## src/rtl/ssd_pkg.sv

```systemverilog
`default_nettype none
// ============================================================================
// Module      : ssd_pkg
// Description : Shared types and constants for the two-digit seven-segment
//               scan driver.
// Revision    : 1.0 - initial release
// ============================================================================
package ssd_pkg;

    typedef enum logic [1:0] {
        ONES_ON = 2'd0,
        BLANK_A = 2'd1,
        TENS_ON = 2'd2,
        BLANK_B = 2'd3
    } state_e;

    // Active-high "0" glyph; segments a..f lit, g dark.
    localparam logic [6:0] SEG_ZERO  = 7'b0111111;
    localparam logic [6:0] SEG_OFF_N = 7'h7F;
    localparam logic [1:0] AN_OFF_N  = 2'b11;

endpackage : ssd_pkg
`default_nettype wire

```

## src/rtl/ssd_scan_driver.sv

```systemverilog
`default_nettype none
// ============================================================================
// Module      : ssd_scan_driver
// Description : Time-multiplexes tens/ones segment patterns onto a shared
//               active-low cathode bus with dead-time and zero suppression.
// Revision    : 1.0 - initial release
// ============================================================================
module ssd_scan_driver
    import ssd_pkg::*;
#(
    parameter int REFRESH_DIV  = 100000,
    parameter int BLANK_CYCLES = 1000
) (
    input  logic       clk,
    input  logic       rst,
    input  logic       en,
    input  logic       lz_blank,
    input  logic [6:0] seg_tens,
    input  logic [6:0] seg_ones,
    output logic [6:0] seg_n,
    output logic       dp_n,
    output logic [1:0] an_n,
    output logic       frame_tick
);

    localparam int c_MAX_DWELL = (REFRESH_DIV > BLANK_CYCLES) ?
                                 ((REFRESH_DIV > 2) ? REFRESH_DIV : 2) :
                                 ((BLANK_CYCLES > 2) ? BLANK_CYCLES : 2);
    localparam int c_CNT_W     = $clog2(c_MAX_DWELL);
    localparam bit c_HAS_BLANK = (BLANK_CYCLES > 0);
    localparam logic [c_CNT_W-1:0] c_ON_LAST    = c_CNT_W'(REFRESH_DIV - 1);
    localparam logic [c_CNT_W-1:0] c_BLANK_LAST =
        c_CNT_W'(c_HAS_BLANK ? (BLANK_CYCLES - 1) : 0);

    state_e             r_state_q, w_state_d;
    logic [c_CNT_W-1:0] r_cnt_q,   w_cnt_d;
    logic [6:0]         r_snap_tens_q, w_snap_tens_d;
    logic [6:0]         r_snap_ones_q, w_snap_ones_d;
    logic [1:0]         r_an_q,    w_an_d;
    logic [6:0]         r_seg_q,   w_seg_d;
    logic               r_tick_q,  w_tick_d;
    logic               w_last;
    logic               w_enter_ones;

    always_comb begin
        w_state_d     = r_state_q;
        w_cnt_d       = r_cnt_q + 1'b1;
        w_last        = 1'b0;
        w_enter_ones  = 1'b0;
        w_snap_tens_d = r_snap_tens_q;
        w_snap_ones_d = r_snap_ones_q;
        w_an_d        = AN_OFF_N;
        w_seg_d       = SEG_OFF_N;
        w_tick_d      = 1'b0;

        // With no dead-time the blank states are only reachable from reset
        // and are left after a single cycle.
        case (r_state_q)
            ONES_ON, TENS_ON: w_last = (r_cnt_q == c_ON_LAST);
            default:          w_last = !c_HAS_BLANK || (r_cnt_q == c_BLANK_LAST);
        endcase

        if (w_last) begin
            w_cnt_d = '0;
            case (r_state_q)
                ONES_ON: w_state_d = c_HAS_BLANK ? BLANK_A : TENS_ON;
                BLANK_A: w_state_d = TENS_ON;
                TENS_ON: w_state_d = c_HAS_BLANK ? BLANK_B : ONES_ON;
                default: w_state_d = ONES_ON;
            endcase
        end

        w_enter_ones = (w_state_d == ONES_ON) && (r_state_q != ONES_ON);
        if (w_enter_ones) begin
            w_snap_tens_d = seg_tens;
            w_snap_ones_d = seg_ones;
        end
        w_tick_d = w_enter_ones;

        // Pins follow the next state so they switch on the same edge.
        if (en) begin
            case (w_state_d)
                ONES_ON: begin
                    w_an_d  = 2'b10;
                    w_seg_d = ~w_snap_ones_d;
                end
                TENS_ON: begin
                    if (!(lz_blank && (w_snap_tens_d == SEG_ZERO))) begin
                        w_an_d  = 2'b01;
                        w_seg_d = ~w_snap_tens_d;
                    end
                end
                default: begin
                    w_an_d  = AN_OFF_N;
                    w_seg_d = SEG_OFF_N;
                end
            endcase
        end
    end

    always_ff @(posedge clk) begin
        if (rst) begin
            r_state_q     <= BLANK_B;
            r_cnt_q       <= '0;
            r_snap_tens_q <= 7'h00;
            r_snap_ones_q <= 7'h00;
        end else begin
            r_state_q     <= w_state_d;
            r_cnt_q       <= w_cnt_d;
            r_snap_tens_q <= w_snap_tens_d;
            r_snap_ones_q <= w_snap_ones_d;
        end
    end

    always_ff @(posedge clk) begin
        if (rst) begin
            r_an_q   <= AN_OFF_N;
            r_seg_q  <= SEG_OFF_N;
            r_tick_q <= 1'b0;
        end else begin
            r_an_q   <= w_an_d;
            r_seg_q  <= w_seg_d;
            r_tick_q <= w_tick_d;
        end
    end

    assign an_n       = r_an_q;
    assign seg_n      = r_seg_q;
    assign frame_tick = r_tick_q;
    assign dp_n       = 1'b1;

endmodule : ssd_scan_driver
`default_nettype wire

```

## config.mk

```make
export PLATFORM = sky130hd
export DESIGN_NAME = ssd_scan_driver
export DESIGN_NICKNAME = d
export VERILOG_FILES = /design/src/rtl/ssd_pkg.sv /design/src/rtl/ssd_scan_driver.sv
export SDC_FILE = /design/constraint.sdc
export NUM_CORES = 1
export LEC_CHECK = 0
export CELL_PAD_IN_SITES_DETAIL_PLACEMENT = 1
export CELL_PAD_IN_SITES_GLOBAL_PLACEMENT = 2
export CORE_MARGIN = 10
export CORE_UTILIZATION = 35
export CTS_CLUSTER_DIAMETER = 120
export DETAILED_ROUTE_END_ITERATION = 8
export GPL_ROUTABILITY_DRIVEN = 0
export GPL_TIMING_DRIVEN = 0
export PLACE_DENSITY_LB_ADDON = 0.1
export SYNTH_ARGS = -nofsm -noshare
export SYNTH_HDL_FRONTEND = slang
export SYNTH_SLANG_ARGS = --single-unit
export TNS_END_PERCENT = 30
```

## constraint.sdc

```tcl
create_clock -name clk -period 6.4 [get_ports clk]
set_input_delay 0.64 -clock clk [delete_from_list [all_inputs] [get_ports clk]]
set_output_delay 0.64 -clock clk [all_outputs]
set_load 0.05 [all_outputs]
```

After elaboration in Yosys (flattened, before gate mapping)
Index checks and enable logic that the tools add are counted.
Storage, ports and cells
  bits in registers: 43
  bits of input ports: 18
  word-level logic and storage cells: 34
Operators by class
  add/sub/neg operators: 1
  equal/unequal tests: 6
  multiplexer cells: 9
  bitwise gates (word level): 3
  reduce and logical (&&, ||, !) cells: 8
Operator list (number)
  $mux 7: 3
  $add 17x1->17 const B: 1
  $eq 17x10->1 const B: 1
  $eq 17x17->1 const B: 1
  $not 7->7: 2
  $pmux 7 s2: 1
  $eq 7x6->1 const B: 1
  $pmux 2 s3: 1
  $reduce_or 2->1: 3
  $eq 2x2->1 const B: 2
  $logic_not 2->1: 2
  $mux 2: 2
  $pmux 2 s2: 1
  $eq 2x1->1 const B: 1
  $logic_and 1x1->1: 2
  $reduce_bool 2->1: 1
  $mux 1: 1
  $not 1->1: 1

Depth between registers and ports, before layout
  word-level depth: 11
  depth in mapped cells: 11
  depth with buffers taken out: 7

Worst setup path before layout
OpenSTA, ideal clock, no wires.
  path kind: register to register
  start point: register r_cnt_q[12]
  end point: register r_snap_ones_q[6]
  data arrival time: 2200 ps
  data required time: 6272 ps
  slack: 4073 ps
  stages on the path, launching flop included: 11
  path buffers: 4
  clock period less this slack: 2327 ps
  path through: dfxtp_1 -> or4_1 -> o41ai_2 -> or2_1 -> buf_2 -> and2_4 -> buf_6 -> buf_6 -> buf_6 -> mux2i_1 -> nor2_1
Between the ends
  word-level cells in the longest chain between the ends: 6
  elaborated cells on any way between the ends: 7
RTL lines
  start, declared: RTL line ssd_scan_driver.sv:36  | logic [c_CNT_W-1:0] r_cnt_q, w_cnt_d;
  start signal, assigned: RTL line ssd_scan_driver.sv:109  | r_cnt_q <= w_cnt_d;
  $eq 17x10->1 / $eq 17x17->1 (equally long branches): RTL line ssd_scan_driver.sv:60, ssd_scan_driver.sv:59
  $mux 1 (*): RTL line ssd_scan_driver.sv:58  | case (r_state_q)
  $mux 2 (*): RTL line ssd_scan_driver.sv:63  | if (w_last) begin
  $logic_not 2->1 (*): RTL line ssd_scan_driver.sv:73  | w_enter_ones = (w_state_d == ONES_ON) && (r_state_q != ONES_ON);
  $logic_and 1x1->1 (*): RTL line ssd_scan_driver.sv:73
  $mux 7 (*): RTL line ssd_scan_driver.sv:74  | if (w_enter_ones) begin
  end signal, assigned: RTL line ssd_scan_driver.sv:111  | r_snap_ones_q <= w_snap_ones_d;
  end, declared: RTL line ssd_scan_driver.sv:38  | logic [6:0] r_snap_ones_q, w_snap_ones_d;
Mark *: on every way between the ends. The rest lies on a longest branch, timed or not.
A chain may end at the register's enable or synchronous reset.

Final worst setup path
  start point: register r_state_q[0]
  end point: register r_snap_tens_q[5]
Between the ends
  word-level cells in the longest chain between the ends: 7
  elaborated cells on any way between the ends: 11
RTL lines
  start, declared: RTL line ssd_scan_driver.sv:35  | state_e r_state_q, w_state_d;
  start signal, assigned: RTL line ssd_scan_driver.sv:108  | r_state_q <= w_state_d;
  $eq 2x2->1 / $logic_not 2->1 (equally long branches): RTL line ssd_scan_driver.sv:58, ssd_scan_driver.sv:65
  $reduce_or 2->1: RTL line ssd_scan_driver.sv:58
  $mux 1: RTL line ssd_scan_driver.sv:58
  $mux 2: RTL line ssd_scan_driver.sv:63
  $logic_not 2->1: RTL line ssd_scan_driver.sv:73
  $logic_and 1x1->1 (*): RTL line ssd_scan_driver.sv:73
  $mux 7 (*): RTL line ssd_scan_driver.sv:74
  end signal, assigned: RTL line ssd_scan_driver.sv:110  | r_snap_tens_q <= w_snap_tens_d;
  end, declared: RTL line ssd_scan_driver.sv:37  | logic [6:0] r_snap_tens_q, w_snap_tens_d;
Marks and branches as above.

==> impl_metrics.xml <==
<?xml version="1.0" encoding="UTF-8"?>
<metrics>
  <group name="grt">
    <metric name="global_route_wire_length_before_repair" unit="um">7870</metric>
    <metric name="grt_util_met2" unit="">0.213</metric>
    <metric name="grt_use_met1" unit="">0.111</metric>
    <metric name="number_of_global_route_vias_before_repair" unit="">1699</metric>
    <metric name="antenna_found_initial" unit="">0</metric>
    <metric name="grt_most_used_layer" unit="">met2</metric>
    <metric name="grt_util_all_layers" unit="">0.111</metric>
    <metric name="grtUsageMet3" unit="">0.0349</metric>
    <metric name="grt_start_max_net_pins" unit="">15</metric>
    <metric name="grt_overflow_total" unit="">0</metric>
  </group>
  <group name="final_layout">
    <metric name="drive_above_1_share" unit="">0.0782</metric>
    <metric name="fin_util" unit="">0.448</metric>
    <metric name="antenna_cells" unit="">0</metric>
    <metric name="filler_cell_count" unit="">614</metric>
    <metric name="layout.nets" unit="">263</metric>
    <metric name="postLayoutCellArea" unit="um2">2430</metric>
    <metric name="syn2layout_area_growth" unit="%">25.0</metric>
  </group>
  <group name="sta">
    <metric name="clock.fmax" unit="MHz">378</metric>
    <metric name="slew_headroom" unit="">0.641</metric>
    <metric name="slew_viol_final" unit="">0</metric>
    <metric name="min_period" unit="ns">2.64</metric>
    <metric name="totalNegativeSetupSlack" unit="ns">0</metric>
    <metric name="layout_worst_path_cycle_share" unit="">0.413</metric>
    <metric name="fin_skew" unit="ns">0.00566</metric>
    <metric name="setup_repair_after_global_routing_missed_its_margin" unit="">false</metric>
    <metric name="report.final.hold_viol_count" unit="">0</metric>
    <metric name="worst_pin_slew" unit="ns">0.537</metric>
    <metric name="finalSetupViolations" unit="">0</metric>
  </group>
  <group name="synthesis">
    <metric name="yosysWarningCount" unit="">0</metric>
    <metric name="synth_seq_area_share" unit="">0.442</metric>
    <metric name="synthDistinctLibCells" unit="">40</metric>
    <metric name="synth.largest_area_cell" unit="">sky130_fd_sc_hd__dfxtp_1</metric>
    <metric name="avgSynthCellArea" unit="um2">9.32</metric>
    <metric name="syn-instance-count" unit="">209</metric>
    <metric name="post-synth-top-count-cell" unit="">sky130_fd_sc_hd__dfxtp_1</metric>
    <metric name="yosys_register_bits" unit="">43</metric>
    <metric name="synthesis.nets" unit="">230</metric>
    <metric name="mappedNetlistArea" unit="um2">1950</metric>
    <metric name="biggest_area_contributors_in_the_synthesized_netlist" unit="">sky130_fd_sc_hd__dfxtp_1 44%, sky130_fd_sc_hd__mux2i_1 9.2%, sky130_fd_sc_hd__nor2_1 7.9%</metric>
    <metric name="synthArstFlopShare" unit="">0</metric>
    <metric name="fraction_of_post_synthesis_cell_area_in_the_top_cell_type_by_area" unit="">0.442</metric>
    <metric name="synth.cells.most_frequent" unit="">43 x sky130_fd_sc_hd__dfxtp_1, 41 x sky130_fd_sc_hd__nor2_1, 18 x sky130_fd_sc_hd__mux2i_1</metric>
    <metric name="yosys_most_used_dff" unit="">sky130_fd_sc_hd__dfxtp_1</metric>
    <metric name="synth-edff-count" unit="">0</metric>
  </group>
  <group name="clock_network">
    <metric name="tritoncts_num_sinks" unit="">43</metric>
    <metric name="cts_made_buffers" unit="">5</metric>
    <metric name="clk_pin_slew_worst_paths" unit="ns">0.08</metric>
    <metric name="cts_tree" unit="">built</metric>
    <metric name="cts_max_level" unit="">2</metric>
    <metric name="postCtsResizedCells" unit="">0</metric>
    <metric name="cts_setup_buffers" unit="">0</metric>
    <metric name="worst_skew_late_latency" unit="ns">0.29</metric>
    <metric name="max_clock_buf_depth" unit="">2</metric>
    <metric name="cts_hold_buf" unit="">0</metric>
    <metric name="clockRootBuffer" unit="">sky130_fd_sc_hd__clkbuf_8</metric>
  </group>
  <group name="setup_path">
    <metric name="worstSetupStartpointType" unit="">flip-flop</metric>
    <metric name="crit_path_end" unit="">r_snap_tens_q[5]$_SDFF_PP0_</metric>
    <metric name="cp-startpoint" unit="">r_state_q[0]$_SDFF_PP1_</metric>
    <metric name="crit_slowest_cell" unit="">sky130_fd_sc_hd__dfxtp_1</metric>
    <metric name="worst-endpoint-arrival" unit="ns">2.82</metric>
    <metric name="regToRegStartpoint" unit="">r_state_q[0]$_SDFF_PP1_</metric>
    <metric name="setup.worst_path.class" unit="">flip-flop to flip-flop</metric>
    <metric name="worst-path-max-fanout" unit="">10</metric>
    <metric name="reg2reg_setup_slack" unit="ns">3.76</metric>
    <metric name="critPathCaptureType" unit="">flip-flop</metric>
    <metric name="cp_data_required_time" unit="ns">6.57</metric>
    <metric name="slowest_delay" unit="ns">0.50</metric>
    <metric name="timing.critical_path.mode_cell" unit="">sky130_fd_sc_hd__buf_6</metric>
    <metric name="rr_worst_depth" unit="">11</metric>
    <metric name="timing.critical_path.cells" unit="">inv_1 &gt; ha_1 &gt; clkbuf_1 &gt; nor3_1 &gt; o2111ai_2 &gt; and2_4 &gt; buf_6 &gt; buf_6 &gt; buf_6 &gt; mux2i_1 &gt; nor2_1</metric>
    <metric name="reg2reg_to" unit="">r_snap_tens_q[5]$_SDFF_PP0_</metric>
  </group>
  <group name="power">
    <metric name="report.power.total" unit="mW">0.541</metric>
    <metric name="peak_vdd_ir" unit="uV">94.0</metric>
    <metric name="power_density" unit="nW/um2">222</metric>
    <metric name="static-leakage-power" unit="nW">0.993</metric>
  </group>
  <group name="die">
    <metric name="design.die.area" unit="um2">8950</metric>
    <metric name="die_width" unit="um">94.6</metric>
    <metric name="placement_rows" unit="">27</metric>
    <metric name="floorplan.io_pins" unit="">29</metric>
    <metric name="core_area" unit="um2">5440</metric>
    <metric name="die_h" unit="um">94.6</metric>
    <metric name="initial_utilization" unit="">0.358</metric>
  </group>
  <group name="run">
    <metric name="max_cap_violations" unit="">0</metric>
  </group>
  <group name="placement">
    <metric name="port-buffer-count" unit="">26</metric>
    <metric name="postPlaceCellArea" unit="um2">2300</metric>
    <metric name="detailedPlacementHpwl" unit="um">3910</metric>
  </group>
  <group name="routing">
    <metric name="vias" unit="">1530</metric>
    <metric name="drt.antenna.violating_nets" unit="">0</metric>
    <metric name="route.final.wire_length" unit="um">4730</metric>
    <metric name="vias_per_cell" unit="">4.86</metric>
    <metric name="route.detailed.wl_per_inst" unit="um">15.0</metric>
    <metric name="drt-pass1-iter-count" unit="">2</metric>
    <metric name="remaining_drc_errors" unit="">0</metric>
    <metric name="drt_first_iter_violations" unit="">29</metric>
  </group>
  <group name="worst_hold_path">
    <metric name="min-delay-path-class" unit="">flip-flop to flip-flop</metric>
  </group>
  <group name="status">
    <metric name="run_status" unit="">finished clean</metric>
  </group>
</metrics>
[report_power, final]
group	switching, mW	internal, mW
Clock	0.0917	0.156
Sequential	0.00160	0.269
Combinational	0.0108	0.0123
Total	0.104	0.437
[sequential cells by signal (all words and copies together), names as in the netlist]
name and count:
an_n 2, frame_tick 1, r_snap_tens_q 7, r_cnt_q 17
r_state_q 2, seg_n 7, r_snap_ones_q 7
[metrics by stage]
step                worst slack [ns]  instances  hold slack [ns]
global route                    3.55        315            0.526
CTS                             3.70        315            0.488
finish                          3.76        315            0.476
floorplan                       4.07        209            0.430
detailed placement              3.73        307            0.468
global placement                3.82        307            0.448
[layer usage]
layer | routed length, um | up-vias
met5 | 0 | -
met4 | 61 | 0
met3 | 167 | 5
met2 | 2600 | 16
met1 | 1900 | 726
li1 | - | 783
[final cells by class]
class	instances	area (um2)	share of cell area
Buffer	10	65.1	0.0267
Clock buffer	5	68.8	0.0283
Clock inverter	3	67.6	0.0277
Inverter	5	18.8	0.00771
Multi-Input combinational cell	151	1000	0.412
Sequential cell	43	861	0.354
Tap cell	72	90.1	0.0370
Timing Repair Buffer	26	260	0.107
[cell usage in the layout, fill, tap and decap left out, types with 3 or more instances in the layout]
| master | Yosys | layout |
|---|---|---|
| sky130_fd_sc_hd__clkbuf_8 | 0 | 5 |
| sky130_fd_sc_hd__xor2_1 | 9 | 9 |
| sky130_fd_sc_hd__and2_1 | 3 | 3 |
| sky130_fd_sc_hd__nand4_1 | 4 | 4 |
| sky130_fd_sc_hd__a22oi_1 | 4 | 4 |
| sky130_fd_sc_hd__or4_1 | 3 | 3 |
| sky130_fd_sc_hd__and3_1 | 3 | 3 |
| sky130_fd_sc_hd__clkbuf_1 | 5 | 5 |
| sky130_fd_sc_hd__o21ai_0 | 3 | 3 |
| sky130_fd_sc_hd__nor2_1 | 41 | 41 |
| sky130_fd_sc_hd__xnor2_1 | 6 | 6 |
| sky130_fd_sc_hd__dfxtp_1 | 43 | 43 |
| sky130_fd_sc_hd__nand2_1 | 16 | 16 |
| sky130_fd_sc_hd__ha_1 | 3 | 3 |
| sky130_fd_sc_hd__clkdlybuf4s50_1 | 0 | 26 |
| sky130_fd_sc_hd__nor2b_1 | 3 | 3 |
| sky130_fd_sc_hd__buf_6 | 3 | 3 |
| sky130_fd_sc_hd__inv_1 | 5 | 5 |
| sky130_fd_sc_hd__nand3_1 | 6 | 6 |
| sky130_fd_sc_hd__mux2i_1 | 18 | 18 |
| sky130_fd_sc_hd__a21oi_1 | 3 | 3 |
| sky130_fd_sc_hd__o22a_1 | 4 | 4 |
[cell families (layout without fill, tap and decap cells)]
logic type	after synthesis	count (layout)	share of synthesized area
AOI/OAI and AO/OA	26	26	0.116
adders and majority gates	3	3	0.0193
muxes	18	18	0.0925
DFF	43	43	0.442
xor gates and xnor gates	15	15	0.0674
other	1	1	0.00192
and+or+nand+nor	88	88	0.218
buffers and inverters	15	49	0.0430
[critical path, delay by kind of cell, from the launching register on]
| family | cells | cell delay [ns] |
|---|---|---|
| buffers and inverters | 5 | 0.76 |
| AND/OR/NAND/NOR | 3 | 0.63 |
| flip-flops | 1 | 0.50 |
| AO/OA/AOI/OAI | 1 | 0.27 |
| adder cells (fa/ha/maj) | 1 | 0.21 |
| multiplexers | 1 | 0.16 |
[worst min-delay path by stage]
stage	startpoint	endpoint	slack, ns	cells past startpoint
2_1_floorplan	r_cnt_q[0]$_SDFF_PP0_	r_cnt_q[0]$_SDFF_PP0_	0.43	1
3_3_place_gp	r_cnt_q[0]$_SDFF_PP0_	r_cnt_q[0]$_SDFF_PP0_	0.45	1
3_5_place_dp	r_cnt_q[0]$_SDFF_PP0_	r_cnt_q[0]$_SDFF_PP0_	0.47	1
4_1_cts	r_cnt_q[0]$_SDFF_PP0_	r_cnt_q[0]$_SDFF_PP0_	0.49	1
5_1_grt	r_cnt_q[0]$_SDFF_PP0_	r_cnt_q[0]$_SDFF_PP0_	0.53	1
6_report	r_cnt_q[0]$_SDFF_PP0_	r_cnt_q[0]$_SDFF_PP0_	0.48	1
(Power assumes the default switching activity.)
